## src/rtl/theia_host_ctrl_pkg.sv

```systemverilog
// Shared definitions for the Theia host controller: default geometry and FSM encoding.
// Latency: n/a (package only).
// Backpressure: n/a (package only).
package theia_host_ctrl_pkg;

  localparam int DEF_WB_WIDTH       = 32;
  localparam int DEF_MAX_CORES      = 8;
  localparam int DEF_MAX_CORE_BITS  = 3;
  localparam int DEF_MAX_TMEM_BANKS = 8;
  localparam int DEF_TMEM_BANK_BITS = 3;

  typedef enum logic [2:0] {
    ST_IDLE   = 3'd0,
    ST_TLOAD  = 3'd1,
    ST_SIGNAL = 3'd2,
    ST_RENDER = 3'd3,
    ST_GACK   = 3'd4,
    ST_READ   = 3'd5,
    ST_FIN    = 3'd6
  } hostState_t;

endpackage

```

## src/rtl/theia_omem_reader.sv

```systemverilog
// Output-memory readback walker: bank-major, address-minor sweep streamed out as valid/ready.
// Latency: a word appears on rdDat one cycle after its address is driven on bankSel/addr.
// Backpressure: rdRdy low holds rdDat/rdVld and the address; a one-entry skid keeps the in-flight word.
// Ports: clk/rstN; start (arm one sweep), omLen (words per bank); bankSel/addr/omemData to the memory;
//        rdDat/rdVld/rdRdy readback stream; done pulses with the handshake of the final word.
module theia_omem_reader
  import theia_host_ctrl_pkg::*;
#(
  parameter int WB_WIDTH      = DEF_WB_WIDTH,
  parameter int MAX_CORES     = DEF_MAX_CORES,
  parameter int MAX_CORE_BITS = DEF_MAX_CORE_BITS
) (
  input  logic                     clk,
  input  logic                     rstN,
  input  logic                     start,
  input  logic [WB_WIDTH-1:0]      omLen,
  output logic [MAX_CORE_BITS-1:0] bankSel,
  output logic [WB_WIDTH-1:0]      addr,
  input  logic [WB_WIDTH-1:0]      omemData,
  output logic [WB_WIDTH-1:0]      rdDat,
  output logic                     rdVld,
  input  logic                     rdRdy,
  output logic                     done
);

  logic                active;    // addresses still to issue
  logic                draining;  // final address issued, waiting for its handshake
  logic                pipeVld;   // address issued last cycle, its data is on omemData now
  logic                skVld;
  logic [WB_WIDTH-1:0] skDat;
  logic                issue;
  logic                lastAddr;

  assign rdVld    = skVld | pipeVld;
  assign rdDat    = skVld ? skDat : (pipeVld ? omemData : '0);
  // Only issue when the word now on the output leaves this cycle, so at most one word is ever in flight.
  assign issue    = active && (!rdVld || rdRdy);
  assign lastAddr = (bankSel == MAX_CORE_BITS'(MAX_CORES - 1)) && (addr == omLen - WB_WIDTH'(1));
  assign done     = draining && rdVld && rdRdy;

  always_ff @(posedge clk or negedge rstN) begin
    if (!rstN) begin
      active   <= 1'b0;
      draining <= 1'b0;
      pipeVld  <= 1'b0;
      skVld    <= 1'b0;
      skDat    <= '0;
      bankSel  <= '0;
      addr     <= '0;
    end else if (done) begin
      active   <= 1'b0;
      draining <= 1'b0;
      pipeVld  <= 1'b0;
      skVld    <= 1'b0;
      skDat    <= '0;
      bankSel  <= '0;
      addr     <= '0;
    end else begin
      if (start) active <= 1'b1;
      if (issue) begin
        // Hold the final address rather than stepping the bank past the last core.
        if (lastAddr) begin
          active   <= 1'b0;
          draining <= 1'b1;
        end else if (addr == omLen - WB_WIDTH'(1)) begin
          addr    <= '0;
          bankSel <= bankSel + MAX_CORE_BITS'(1);
        end else begin
          addr <= addr + WB_WIDTH'(1);
        end
      end
      pipeVld <= issue;
      // The memory re-reads whatever address is presented, so a stalled word must be captured now.
      if (pipeVld && !rdRdy && !skVld) begin
        skVld <= 1'b1;
        skDat <= omemData;
      end else if (skVld && rdRdy) begin
        skVld <= 1'b0;
      end
    end
  end

endmodule

```

## src/rtl/theia_host_ctrl.sv

```systemverilog
// Theia host frame sequencer: texture load, scene signal, render gating, GPU ack, output readback.
// Latency: texture writes are combinational from the stream beat; readback words trail their address by one cycle.
// Backpressure: TXRDY_O is high throughout texture load; RDRDY_I low stalls the readback without loss.
// Ports: CLK_I/RST_I; START_I with TXLEN_I/OMLEN_I; TX* texture stream in; TM* texture memory write;
//        RENDREN_O/STDONE_O/HDA_O/GACK_O/DONE_I core handshake; OM* output memory; RD* readback; BUSY_O/FRAME_DONE_O.
module theia_host_ctrl
  import theia_host_ctrl_pkg::*;
#(
  parameter int WB_WIDTH       = DEF_WB_WIDTH,
  parameter int MAX_CORES      = DEF_MAX_CORES,
  parameter int MAX_CORE_BITS  = DEF_MAX_CORE_BITS,
  parameter int MAX_TMEM_BANKS = DEF_MAX_TMEM_BANKS,
  parameter int TMEM_BANK_BITS = DEF_TMEM_BANK_BITS
) (
  input  logic                      CLK_I,
  input  logic                      RST_I,
  input  logic                      START_I,
  input  logic [WB_WIDTH-1:0]       TXLEN_I,
  input  logic [WB_WIDTH-1:0]       OMLEN_I,
  input  logic [WB_WIDTH-1:0]       TXDAT_I,
  input  logic                      TXVLD_I,
  output logic                      TXRDY_O,
  output logic [WB_WIDTH-1:0]       TMDAT_O,
  output logic [WB_WIDTH-1:0]       TMADR_O,
  output logic                      TMWE_O,
  output logic [MAX_TMEM_BANKS-1:0] TMSEL_O,
  output logic [MAX_CORES-1:0]      RENDREN_O,
  output logic                      STDONE_O,
  output logic                      HDA_O,
  output logic                      GACK_O,
  input  logic                      GRDY_I,
  input  logic                      RCOMMIT_I,
  input  logic                      DONE_I,
  output logic [MAX_CORE_BITS-1:0]  OMBSEL_O,
  output logic [WB_WIDTH-1:0]       OMADR_O,
  input  logic [WB_WIDTH-1:0]       OMEM_I,
  output logic [WB_WIDTH-1:0]       RDDAT_O,
  output logic                      RDVLD_O,
  input  logic                      RDRDY_I,
  output logic                      BUSY_O,
  output logic                      FRAME_DONE_O
);

  hostState_t          state, nextState;
  logic [WB_WIDTH-1:0] txLen, omLen, wordIdx;
  logic                txRdy, tmWe, stDone, hda, gAck, rendEn, frameDone, rdStart, rdDone;
  logic                unusedInfo;

  // GPU ready and render commit are status-only; the sequence does not depend on them.
  assign unusedInfo = &{1'b0, GRDY_I, RCOMMIT_I};

  always_ff @(posedge CLK_I or negedge RST_I) begin
    if (!RST_I) begin
      state   <= ST_IDLE;
      txLen   <= '0;
      omLen   <= '0;
      wordIdx <= '0;
    end else begin
      state <= nextState;
      if (state == ST_IDLE && START_I) begin
        txLen   <= TXLEN_I;
        omLen   <= OMLEN_I;
        wordIdx <= '0;
      end else if (tmWe) begin
        wordIdx <= wordIdx + WB_WIDTH'(1);
      end
    end
  end

  always_comb begin
    nextState = state;
    txRdy     = 1'b0;
    tmWe      = 1'b0;
    stDone    = 1'b0;
    hda       = 1'b0;
    gAck      = 1'b0;
    rendEn    = 1'b0;
    frameDone = 1'b0;
    rdStart   = 1'b0;
    unique case (state)
      ST_IDLE: begin
        if (START_I) nextState = (TXLEN_I == '0) ? ST_SIGNAL : ST_TLOAD;
      end
      ST_TLOAD: begin
        txRdy = 1'b1;
        if (TXVLD_I) begin
          tmWe = 1'b1;
          if (wordIdx == txLen - WB_WIDTH'(1)) nextState = ST_SIGNAL;
        end
      end
      ST_SIGNAL: begin
        stDone    = 1'b1;
        hda       = 1'b1;
        nextState = ST_RENDER;
      end
      ST_RENDER: begin
        rendEn = 1'b1;
        hda    = 1'b1;
        if (DONE_I) nextState = ST_GACK;
      end
      ST_GACK: begin
        gAck      = 1'b1;
        hda       = 1'b1;
        rdStart   = (omLen != '0);
        nextState = (omLen == '0) ? ST_FIN : ST_READ;
      end
      ST_READ: begin
        if (rdDone) nextState = ST_FIN;
      end
      ST_FIN: begin
        frameDone = 1'b1;
        nextState = ST_IDLE;
      end
      default: nextState = ST_IDLE;
    endcase
  end

  theia_omem_reader #(
    .WB_WIDTH      (WB_WIDTH),
    .MAX_CORES     (MAX_CORES),
    .MAX_CORE_BITS (MAX_CORE_BITS)
  ) uReader (
    .clk      (CLK_I),
    .rstN     (RST_I),
    .start    (rdStart),
    .omLen    (omLen),
    .bankSel  (OMBSEL_O),
    .addr     (OMADR_O),
    .omemData (OMEM_I),
    .rdDat    (RDDAT_O),
    .rdVld    (RDVLD_O),
    .rdRdy    (RDRDY_I),
    .done     (rdDone)
  );

  // Linear word index splits into low bits = bank, high bits = row within the bank.
  assign TXRDY_O      = txRdy;
  assign TMWE_O       = tmWe;
  assign TMDAT_O      = tmWe ? TXDAT_I : '0;
  assign TMADR_O      = tmWe ? (wordIdx >> TMEM_BANK_BITS) : '0;
  assign TMSEL_O      = tmWe ? MAX_TMEM_BANKS'(wordIdx[TMEM_BANK_BITS-1:0]) : '0;
  assign RENDREN_O    = {MAX_CORES{rendEn}};
  assign STDONE_O     = stDone;
  assign HDA_O        = hda;
  assign GACK_O       = gAck;
  assign BUSY_O       = (state != ST_IDLE);
  assign FRAME_DONE_O = frameDone;

endmodule

```

## config.mk

```make
export PLATFORM = sky130hd
export DESIGN_NAME = theia_host_ctrl
export DESIGN_NICKNAME = d
export VERILOG_FILES = /design/src/rtl/theia_host_ctrl_pkg.sv /design/src/rtl/theia_omem_reader.sv /design/src/rtl/theia_host_ctrl.sv
export SDC_FILE = /design/constraint.sdc
export NUM_CORES = 1
export LEC_CHECK = 0
export CELL_PAD_IN_SITES_DETAIL_PLACEMENT = 1
export CELL_PAD_IN_SITES_GLOBAL_PLACEMENT = 1
export CORE_MARGIN = 3
export CORE_UTILIZATION = 33
export DETAILED_ROUTE_END_ITERATION = 8
export GPL_ROUTABILITY_DRIVEN = 0
export PLACE_DENSITY = 0.75
export SYNTH_ARGS = -nofsm -noshare
export SYNTH_HDL_FRONTEND = slang
export SYNTH_HIERARCHICAL = 1
export SYNTH_SLANG_ARGS = --single-unit
```

## constraint.sdc

```tcl
create_clock -name CLK_I -period 2.73 [get_ports CLK_I]
set_input_delay 0.273 -clock CLK_I [delete_from_list [all_inputs] [get_ports CLK_I]]
set_output_delay 0.273 -clock CLK_I [all_outputs]
set_load 0.05 [all_outputs]
```

; ---- After elaboration in Yosys (flattened, before gate mapping)
; Index checks and enable logic that the tools add are counted.
[totals]
reg_bits = 170
[classes]
add_sub_neg = 5
eq_ne = 15
muxes = 45
bitwise_logic = 1
reduce_logical = 28
[op_table]
columns = op, count
row1 = $mux W32, 11
row2 = $add A32 B1 Y32 const B, 2
row3 = $eq A32 B32 Y1, 2
row4 = $logic_not A32 Y1, 2
row5 = $sub A32 B1 Y32 const B, 2
row6 = $reduce_bool A32 Y1, 1
row7 = $mux W3, 10
row8 = $mux W29, 1
row9 = $mux W1, 20
row10 = $pmux W3 S6, 1
row11 = $eq A3 B3 Y1 const B, 4
row12 = $ne A2 B2 Y1 const B, 6
row13 = $reduce_bool A2 Y1, 5
row14 = $logic_and A1 B1 Y1, 8
row15 = $eq A3 B2 Y1 const B, 2
row16 = $reduce_bool A3 Y1, 2
row17 = $reduce_and A5 Y1, 1
row18 = $mux W2, 2
row19 = $reduce_and A2 Y1, 2
row20 = $add A3 B1 Y3 const B, 1
row21 = $eq A3 B1 Y1 const B, 1
row22 = $logic_not A1 Y1, 3
row23 = $logic_not A3 Y1, 1
row24 = $reduce_and A3 Y1, 1
row25 = other kinds (3), 3

; ---- Longest topological paths before layout
; Gate-level depths: netlist of run 1.
[depth]
word_depth = 6
mapped_depth = 13

; ---- Hierarchy
; Netlist of run 1, hierarchy kept.
[modules_own_cells]
columns = module, n_inst, cells_per_inst, area_each_um2
row1 = theia_host_ctrl, 1, 605, 5900.7
row2 = theia_omem_reader, 1, 577, 4986.0

; ---- Worst setup path after synthesis of run 1
; No wires, ideal clock.
[synth_path]
kind = register to register
startpoint = reg uReader.addr[9]
endpoint = reg uReader.addr[31]
arrival_time_ps = 3045
required_ps = 2606
path_slack_ps = -439
path_stages_with_launch = 10
period_less_slack_ps = 3169
path_cell_list = dfrtp_1 > clkbuf_1 > nand3_1 > nor4_1 > and2_1 > nand3_1 > or3_1 > or3_1 > o2111a_1 > a211o_1
[synth_via]
elab_chain_len = 5
elab_cells_between_ends = 9
classes_between = 1 x add/sub / 2 x eq/ne / 4 x mux / 2 x reduce/logical
[synth_lines]
columns = element, line
row1 = start: declaration, theia_omem_reader.sv:18  ; output logic [WB_WIDTH-1:0] addr,
row2 = start signal: assignment, theia_omem_reader.sv:69  ; addr <= addr + WB_WIDTH'(1);
row3 = $add A32 B1 Y32 or $eq A32 B32 Y1 (tied branches), "theia_omem_reader.sv:69, theia_omem_reader.sv:38, theia_omem_reader.sv:65"
row4 = $mux W32, theia_omem_reader.sv:65  ; end else if (addr == omLen - WB_WIDTH'(1)) begin
row5 = $mux W32, theia_omem_reader.sv:62  ; if (lastAddr) begin
row6 = $mux W32, theia_omem_reader.sv:60  ; if (issue) begin
row7 = $mux W32, theia_omem_reader.sv:50  ; end else if (done) begin
; Parallel ways exist; a longest one is shown, timed or not. The select of a mux whose other input is x is not followed.
; A chain may end at the register's enable or synchronous reset.

; ---- Final worst setup path of run 1
[layout_path]
startpoint = reg omLen[19]
endpoint = reg uReader.addr[31]
[layout_via]
elab_chain_len = 6
elab_cells_between_ends = 9
classes_between = 1 x add/sub / 2 x eq/ne / 4 x mux / 2 x reduce/logical
[layout_lines]
columns = element, line
row1 = start: declaration, theia_host_ctrl.sv:45  ; logic [WB_WIDTH-1:0] txLen, omLen, wordIdx;
row2 = start signal: assignment, theia_host_ctrl.sv:56  ; omLen <= '0;
row3 = start signal: assignment, theia_host_ctrl.sv:62  ; omLen <= OMLEN_I;
row4 = $sub A32 B1 Y32 (*), "theia_omem_reader.sv:38, theia_omem_reader.sv:65"
row5 = $eq A32 B32 Y1 (*), "theia_omem_reader.sv:38, theia_omem_reader.sv:65"
row6 = $mux W32, theia_omem_reader.sv:65
row7 = $mux W32, theia_omem_reader.sv:62
row8 = $mux W32, theia_omem_reader.sv:60
row9 = $mux W32, theia_omem_reader.sv:50
; Mark *: on every way between the ends. The rest lies on a longest branch, timed or not. The select of a mux whose other input is x is not followed.

==> impl_metrics.yaml, run 1 <==
global_route:
  grt_usage_pct: 22.8
  grt_max_degree: 78
  grt_overflow_total: 0
  antenna_found_initial: 5
  grt_pass1_vias: 11500
  grt_pass1_wl_um: 64900
setup_path:
  arrival_ns: 3.41
  critPathBufInv: 0
  reg2reg_slack_ns: -0.35
  critPathKind: "reg -> reg"
  crit_path_start_kind: "flop"
  path_cells: "or4_4, or4b_4, or4_1, o41ai_2, nor2b_1, nor2_2, nand2_8, o2111a_1, a211o_1"
  timing.rr.start: "omLen[19]"
  cpPeakStageDelay_ns: 0.55
  r2r-end: "uReader/addr[31]"
  end_kind: "flop"
  r2r_cells: 9
  crit_required_ns: 3.06
  critical-path-top-delay-family: "simple AND/OR/NAND/NOR gates"
  worst-path-max-fanout: 7
  slowest_stage: "or4_4"
routing:
  wl_met2_um: 21300
  viasPerCell: 5.39
  met3_wirelength_um: 1650
  firstDrtPassIters: 5
  wl_met1_um: 17000
  top_layer_used: "met5"
  vias: 10900
  drtIter0Drc: 671
  ant_nets: 0
  routed_wirelength_um: 40900
  routedWlPerCell_um: 20.2
  drcViolationCount: 0
placed_design:
  port_buffers: 280
  place_hpwl_um: 31100
timing:
  rsz0062_at_grt: "yes"
  max_slew_margin_pct: 42.2
  fin_ws_ns: -0.354
  setup_viol: 39
  whs_ns: 0.351
  drv_slew: 0
  clock_skew_ns: 0.0194
  fin_crit_ns: 3.08
  worst_pin_slew_ns: 0.861
  fin_crit_sh_pct: 113
  hold_viol: 0
  fmax_ghz: 0.324
job:
  cap_violations: 0
floorplan:
  placement_rows: 65
  io_pins: 291
  fp.dieH_um: 188
  initial_core_util_pct: 34.0
  die-area_um2: 35200
  fp.dieW_um: 188
  coreArea_um2: 32000
synthesis:
  synth_edf_count: 0
  yosys_warnings: 6
  yosysTopAreaCell: "dfrtp_1"
  syn_area_um2: 10900
  synth_seq_cells: 170
  synthFlopType: "dfrtp_1"
  synth_cell_types: 81
  synth_area_leaders: "dfrtp_1 39%, mux2_2 6.2%, a22o_1 4.7%, xnor2_1 4.7%, and2_1 3.9%"
  ys_seq_area_share_pct: 39.1
  synth_top_area_share_pct: 39.1
  syn-instance-count: 1182
  ys_async_sr_fraction_pct: 100
  syn_area_per_cell_um2: 9.21
power:
  vdd.ir_drop.worst_mv: 0.500
  p_per_area_nw_per_um2: 848
  power_mw: 14.5
  p_leak_nw: 7.11
hold_path:
  hold_path.class: "in -> async"
clocking:
  cts.clk_slew.worst_paths_ns: 0.08
  cts_max_level: 4
  clock-root-buffer: "clkbuf_16"
  cts_tree: "yes"
  numClockSinks: 170
  cts_buffers: 17
  clock_latency_ns: 0.45
  clock_path_buffers: 2
final_layout:
  layout-drive-gt1-share_pct: 28.2
  fill_cells: 3578
  synthToLayoutAreaGrowth_pct: 57.3
  nNetsFinal: 1719
  n_antenna_cell: 0
run_status:
  violations: "negative setup slack"
  status: "complete, but fails checks"
-- per-layer routing --
metal | vias to the layer above | track usage (%)
li1 | 5055 | -
met1 | 5517 | 28.1
met2 | 271 | 41.0
met3 | 61 | 4.47
met4 | 10 | 5.40
met5 | - | 0
-- worst max path at each step --
stage | from | endpoint | slack, ns | depth (start not counted)
CTS | omLen[1] | uReader/addr[0] | -0.33 | 11
floorplan | omLen[0] | uReader/addr[31] | -0.27 | 10
detailed placement | txLen[0] | state[0] | -0.47 | 12
finish | omLen[19] | uReader/addr[31] | -0.35 | 9
global placement | txLen[0] | state[0] | -0.48 | 12
global route | omLen[1] | uReader/bankSel[1] | -0.44 | 10
-- placed cells by master (no fill, tap or decap), types with 8 or more instances in the layout --
master | synthesis | final
clkdlybuf4s50_1 | 0 | 181
dfrtp_1 | 170 | 166
buf_4 | 18 | 165
nand2_1 | 111 | 103
buf_12 | 0 | 96
nor2_1 | 81 | 78
and2_1 | 67 | 67
mux2_2 | 60 | 60
a22o_1 | 58 | 58
xnor2_1 | 58 | 57
nand3_1 | 50 | 45
nand4_1 | 44 | 44
xor2_1 | 42 | 42
nor4_1 | 43 | 35
nor3_1 | 35 | 33
o21ai_0 | 31 | 26
inv_1 | 26 | 24
or3_1 | 18 | 18
clkbuf_16 | 0 | 17
and3_1 | 16 | 16
a21oi_1 | 15 | 15
mux2i_1 | 16 | 15
nor2b_1 | 14 | 11
o311ai_1 | 0 | 11
buf_6 | 3 | 10
nand2b_1 | 9 | 9
or4_1 | 10 | 9
nand2_2 | 2 | 8
nor4_2 | 1 | 8
conb_1 | 1 | 8
-- logic make-up after synthesis --
logic type                 count (synthesis)  share of synthesized area (%)
buffers and inverters                    111                           4.76
other                                      1                         0.0344
DFF                                      170                           39.1
adders and majority gates                  6                          0.690
muxes                                     80                           8.09
xor gates and xnor gates                 100                           8.05
AOI/OAI and AO/OA                        172                           12.1
and+or+nand+nor                          542                           27.2
-- through the flow --
stage               cells  TNS (ns)  setup WS, ns  util [%]  instance area (um2)
floorplan            1189     -5.92        -0.267         -                11000
global placement     1976     -8.40        -0.479      50.0                16000
detailed placement   1976    -12.05        -0.473      50.0                16000
CTS                  2018    -10.35        -0.327      52.6                16900
global route         2025    -15.04        -0.442      53.5                17100
finish               2025    -10.46        -0.354      53.5                17100
-- repair_timing --
item / CTS / global route
pin swaps: 11 / 16
gates resized for setup: 22 / 55
setup buffers: 8 / 8
hold buffers: 1 / 0
endpoints found under the setup margin: 39 / 40
hold endpoints to repair: 42 / 0
gates cloned: 1 / 0
-- power by group --
| part | internal (mW) | total (mW) | switching [mW] |
|---|---|---|---|
| logic | 3.79 | 8.04 | 4.26 |
| registers | 3.22 | 3.92 | 0.706 |
| clock network | 1.34 | 2.55 | 1.21 |
| total | 8.34 | 14.5 | 6.17 |
-- state kept, by name, summed over array words and instances, names as in the netlist --
| name | cells |
|---|---|
| omLen | 32 |
| txLen | 32 |
| uReader/addr | 32 |
| uReader/skDat | 32 |
| wordIdx | 32 |
| state | 3 |
| uReader/bankSel | 3 |
| uReader/active | 1 |
| uReader/draining | 1 |
| uReader/pipeVld | 1 |
| uReader/skVld | 1 |
-- area by class of cell --
| type | instances | area, um2 | area share, % |
|---|---|---|---|
| multi-input combinational | 908 | 6490 | 37.9 |
| tap | 435 | 544 | 3.18 |
| clock inverter | 14 | 176 | 1.03 |
| clock buffer | 18 | 439 | 2.56 |
| sequential | 170 | 4260 | 24.9 |
| inverter | 26 | 97.6 | 0.570 |
| timing repair buffer | 454 | 5120 | 29.9 |
-- synthesized netlist by cell type (all sizes together) (3+ instances only) --
master   number
nor2         81
ha            6
nor4         45
mux2i        16
nand2b        9
a22o         58
a21oi        15
mux2         64
o21ai        37
o21a          4
nand3        51
o2111ai       3
nor2b        14
nand3b        4
o311ai       20
and3         16
nand4        44
xnor2        58
dfrtp       170
xor2         42
or3          19
clkbuf       58
inv          26
nor3         38
buf          26
nor4b         4
or4          12
a21o          5
and4          6
nor3b         6
a211oi        3
nand2       113
and2         68
or2           5
(Power assumes the default switching activity.)
==> run 2, diff against run 1 <==
Settings changed: CAP_MARGIN set to 20, GPL_TIMING_DRIVEN set to 0.
==> run 2 against run 1 <==
The flow still finishes with violations (negative setup slack). Register-to-register slack worse by 0.12 ns. Largest power group unchanged. Power is 7.7% lower. First-iteration DRC count fell by 3.7%. Routed wire length down 0.99%. Sequential power is 11% higher. Sequential cell count stayed put. Sequential share of layout area rose by 2.3 points. Die area stayed put. Core utilization decreased by 4.4 points.
==> impl_metrics.yaml, run 2 (synthesized netlist as in run 1, its figures left out) <==
setup_path:
  critPathKind: "reg -> reg"
  arrival_ns: 3.57
  crit_required_ns: 3.09
  crit_path_start_kind: "flop"
  end_kind: "flop"
  worst-path-max-fanout: 5
routing:
  firstDrtPassIters: 7
  ant_nets: 0
  drtIter0Drc: 646
  routed_wirelength_um: 40500
  routedWlPerCell_um: 20.5
  viasPerCell: 5.41
  vias: 10700
  drcViolationCount: 0
placed_design:
  port_buffers: 280
  place_hpwl_um: 30000
  placed_area_um2: 14400
final_layout:
  regArea_um2: 4270
  fill_cells: 3646
  layout_common_cells: "179 x clkdlybuf4s50_1, 156 x dfrtp_1, 102 x nand2_1, 75 x nor2_1, 67 x and2_1"
  fin_util_pct: 49.1
  final_area_um2: 15700
  layout-drive-gt1-share_pct: 23.7
  layout_commonest_cell: "clkdlybuf4s50_1"
  multi_input_area_um2: 6570
  synthToLayoutAreaGrowth_pct: 44.5
  nNetsFinal: 1668
  n_antenna_cell: 0
floorplan:
  placement_rows: 65
  initial_core_util_pct: 34.0
  fp.dieH_um: 188
  die-area_um2: 35200
  coreArea_um2: 32000
  fp.dieW_um: 188
  io_pins: 291
clocking:
  cts_buffers: 17
  cts_max_level: 4
  clock_path_buffers: 2
  numClockSinks: 170
  cts_tree: "yes"
  clock-root-buffer: "clkbuf_16"
  cts.clk_slew.worst_paths_ns: 0.08
  clock_latency_ns: 0.43
global_route:
  grt_pass1_wl_um: 62600
  grt_overflow_total: 0
  grt_pass1_vias: 11200
  grt_usage_pct: 22.1
  antenna_found_initial: 5
  grt_max_degree: 108
power:
  power_mw: 13.4
  p_per_area_nw_per_um2: 852
  p_leak_nw: 6.40
  vdd.ir_drop.worst_mv: 0.444
timing:
  max_slew_margin_pct: 44.2
  fin_crit_ns: 3.21
  clock_skew_ns: 0.0232
  hold_viol: 0
  rsz0062_at_grt: "yes"
  fmax_ghz: 0.312
  fin_ws_ns: -0.475
  fin_crit_sh_pct: 117
  drv_slew: 0
  worst_pin_slew_ns: 0.835
  whs_ns: 0.406
  setup_viol: 39
job:
  cap_violations: 0
run_status:
  status: "complete, but fails checks"
  violations: "negative setup slack"
hold_path:
  hold_path.class: "in -> async"
## run 2: timing repair
| action | in CTS | in global routing |
|---|---|---|
| pin swaps | 16 | 31 |
| endpoints found under the setup margin | 216 | 149 |
| gates resized for setup | 342 | 114 |
| setup buffers | 24 | 14 |
| cloned | 5 | 1 |
| hold buffers | 1 | 0 |
| hold endpoints to repair | 63 | 0 |
## run 2: layer usage
layer,vias to the layer above,track usage (%),share of wire [%]
met5,-,0,0.19
met3,69,3.74,4.0
met4,10,5.45,2.1
met2,278,40.0,52
met1,5369,27.3,42
li1,4957,-,-
## run 2: final cells by class
class / count / share of cell area, %
Clock inverter: 14 / 0.939
Sequential cell: 170 / 27.2
Timing Repair Buffer: 325 / 20.2
Multi-Input combinational cell: 908 / 41.8
Tap cell: 435 / 3.46
Inverter: 26 / 0.644
Buffer: 78 / 3.01
Clock buffer: 18 / 2.79
## run 2: stage by stage
stage / setup slack, ns / cells / setup TNS, ns
after floorplan: -0.267 / 1189 / -5.92
after global placement: -6.59 / 1904 / -1065.52
after detailed placement: -1.12 / 1905 / -67.78
after CTS: -0.460 / 1964 / -15.07
after global routing: -0.535 / 1974 / -17.63
final: -0.475 / 1974 / -14.47
## run 2: path summary, 6_finish.rpt
path,slack (ns),depth (start not counted),endpoint,from
setup / recovery,-0.48,13,uReader/addr[22],omLen[2]
hold / removal,0.41,2,uReader/skDat[13],RST_I
setup reg to reg,-0.48,13,uReader/addr[22],omLen[2]
hold reg to reg,0.51,1,uReader/skDat[15],uReader/skDat[15]
max in group asynchronous,1.26,3,state[1],RST_I
min in group CLK_I,0.43,3,txLen[0],TXLEN_I[0]
## run 2: where the power goes
part           switching (mW)  internal [mW]
Sequential               1.15           3.23
Clock                    1.22           1.25
Combinational            3.71           2.85
## run 2: worst max-delay path, stage by stage, from the launching register on
cell and delay (ns):
dfrtp_2 0.41, or4_4 0.56, nor4b_4 0.24, buf_6 0.16
buf_12 0.11, buf_6 0.09, nand3_2 0.06, mux2_4 0.30
and4_1 0.21, and4_4 0.21, and2_4 0.17, buf_8 0.13
or4_1 0.41, nand3_1 0.09
==> run 3, diff against run 2 <==
--- a/config.mk
+++ b/config.mk
@@ -9,5 +9,5 @@
 export CELL_PAD_IN_SITES_DETAIL_PLACEMENT = 1
 export CELL_PAD_IN_SITES_GLOBAL_PLACEMENT = 1
-export CORE_MARGIN = 3
+export CORE_MARGIN = 1
 export CORE_UTILIZATION = 33
 export DETAILED_ROUTE_END_ITERATION = 8
@@ -15,4 +15,5 @@
 export GPL_TIMING_DRIVEN = 0
 export PLACE_DENSITY = 0.75
+export SKIP_LAST_GASP = 1
 export SYNTH_ARGS = -nofsm -noshare
 export SYNTH_HDL_FRONTEND = slang
==> constraint.sdc (replaced) <==
create_clock -name CLK_I -period 2.73 [get_ports CLK_I]
set_input_delay 0.273 -clock CLK_I [delete_from_list [all_inputs] [get_ports CLK_I]]
set_output_delay 0.273 -clock CLK_I [all_outputs]
set_load 0.1 [all_outputs]
==> run 3 against run 2 <==
Combinational power rose by 17%. Clock power is 2% higher. Clock skew is 0.010 ns lower. Largest cell class unchanged. Critical path type unchanged. Largest power group unchanged. Critical path depth down 2. Power up 9.3%. The run still ends with negative setup slack left. Via count is essentially flat.
==> impl_metrics.yaml, run 3 (synthesized netlist as in run 1, its figures left out) <==
timing:
  max_slew_margin_pct: 33.2
  clock_skew_ns: 0.0127
  hold_viol: 0
  fin_ws_ns: -0.429
  drv_slew: 0
  fin_setup_tns_ns: -13.83
  worst_pin_slew_ns: 0.999
  fin_crit_sh_pct: 116
  fin_crit_ns: 3.16
  setup_viol: 39
  fmax_ghz: 0.317
  rsz0062_at_grt: "yes"
setup_path:
  crit_path_start_kind: "flop"
  worst-path-max-fanout: 5
  critPathBufInv: 3
  end_kind: "flop"
  crit_required_ns: 3.05
  path_cells: "or4_4, nor4b_4, buf_4, buf_6, nand4b_1, a2111oi_4, and4_4, nand2_8, buf_8, o2111a_1, a211o_1"
  arrival_ns: 3.48
  critPathKind: "reg -> reg"
  slowest_stage: "or4_4"
  cpPeakStageDelay_ns: 0.54
  reg2reg_slack_ns: -0.43
  critical-path-top-delay-family: "simple AND/OR/NAND/NOR gates"
final_layout:
  layout.cells.non_filler: 1987
  multi_input_area_um2: 6640
  layout_common_cells: "168 x clkdlybuf4s50_1, 138 x dfrtp_1, 90 x nand2_1, 76 x nor2_1, 73 x buf_4"
  fill_cells: 3689
  layout_commonest_cell: "clkdlybuf4s50_1"
  final_area_um2: 15600
  layout-drive-gt1-share_pct: 26.3
  nNetsFinal: 1672
  synthToLayoutAreaGrowth_pct: 43.6
  regArea_um2: 4300
global_route:
  grt_pass1_vias: 11100
  antenna_found_initial: 4
  grt_pass1_wl_um: 61800
  grt_max_degree: 118
  grt_usage_pct: 23.4
  grt_overflow_total: 0
clocking:
  cts_tree: "yes"
  clock_latency_ns: 0.44
  clock-root-buffer: "clkbuf_16"
  cts_buffers: 17
  clock_path_buffers: 2
  numClockSinks: 170
  cts_max_level: 4
  cts.clk_slew.worst_paths_ns: 0.07
routing:
  firstDrtPassIters: 5
  drcViolationCount: 0
  viasPerCell: 5.37
  routed_wirelength_um: 39500
  routedWlPerCell_um: 19.9
  ant_nets: 0
  drtIter0Drc: 490
  vias: 10700
placed_design:
  port_buffers: 280
  placed_area_um2: 14400
  place_hpwl_um: 29000
  pre_cts_ws_ns: -1.16
  dp.cells: 1912
floorplan:
  placement_rows: 66
  fp.dieW_um: 184
  fp.dieH_um: 184
  die-area_um2: 33700
  initial_core_util_pct: 33.5
  coreArea_um2: 32500
  io_pins: 291
hold_path:
  hold_path.class: "in -> async"
run_status:
  status: "complete, but fails checks"
  violations: "negative setup slack"
power:
  p_leak_nw: 6.55
  vdd.ir_drop.worst_mv: 0.461
  p_per_area_nw_per_um2: 937
  power_mw: 14.7
job:
  cap_violations: 0
run 3: worst register-to-register path, stage by stage (launching register included):
cell and delay, ns:
dfrtp_2 0.43, or4_4 0.54, nor4b_4 0.26, buf_4 0.20
buf_6 0.10, nand4b_1 0.16, a2111oi_4 0.42, and4_4 0.33
nand2_8 0.09, buf_8 0.16, o2111a_1 0.11, a211o_1 0.26
run 3: layer usage:
metal	global-route usage, %	share of wire, %	vias up	wire (um)
met5	0	0.063	-	25
met4	9.27	3.5	4	1400
met3	4.06	3.7	88	1470
met2	41.5	51	263	20200
met1	27.9	41	5362	16300
li1	-	-	4963	-
run 3: cell type report:
type	count	share of cell area, %
sequential	170	27.5
timing repair buffer	332	19.1
tap	442	3.54
antenna	2	0.0320
clock inverter	13	1.00
multi-input combinational	908	42.5
buffer	75	2.85
inverter	26	0.672
clock buffer	19	2.77
run 3: timing repair:
item,4_1_cts,5_1_grt
hold buffers,1,0
endpoints found under the setup margin,196,180
cloned,1,1
hold endpoints to repair,53,0
setup buffers,35,13
gates resized for setup,551,120
pin swaps,14,30
run 3: stage by stage:
stage | hold slack [ns] | util [%]
after floorplan | -0.0226 | -
after global placement | 0.475 | 44.3
after detailed placement | 0.230 | 44.4
after CTS | 0.350 | 46.6
after global routing | 0.375 | 48.0
final | 0.346 | 48.0
run 3: where the power goes:
group / switching, mW / leakage [nW] / internal, mW
logic: 4.91 / 4.16 / 2.77
registers: 1.21 / 2.10 / 3.24
clock network: 1.15 / 0.287 / 1.38
total: 7.26 / 6.55 / 7.39
run 3: final timing paths:
| kind | from | end | cells past startpoint |
|---|---|---|---|
| max | omLen[1] | uReader/addr[31] | 11 |
| min | RST_I | uReader/skDat[18] | 2 |
| max reg2reg | omLen[1] | uReader/addr[31] | 11 |
| min reg2reg | uReader/skDat[6] | uReader/skDat[6] | 1 |
| max in group asynchronous | RST_I | omLen[1] | 3 |
| min in group CLK_I | OMLEN_I[2] | omLen[2] | 2 |
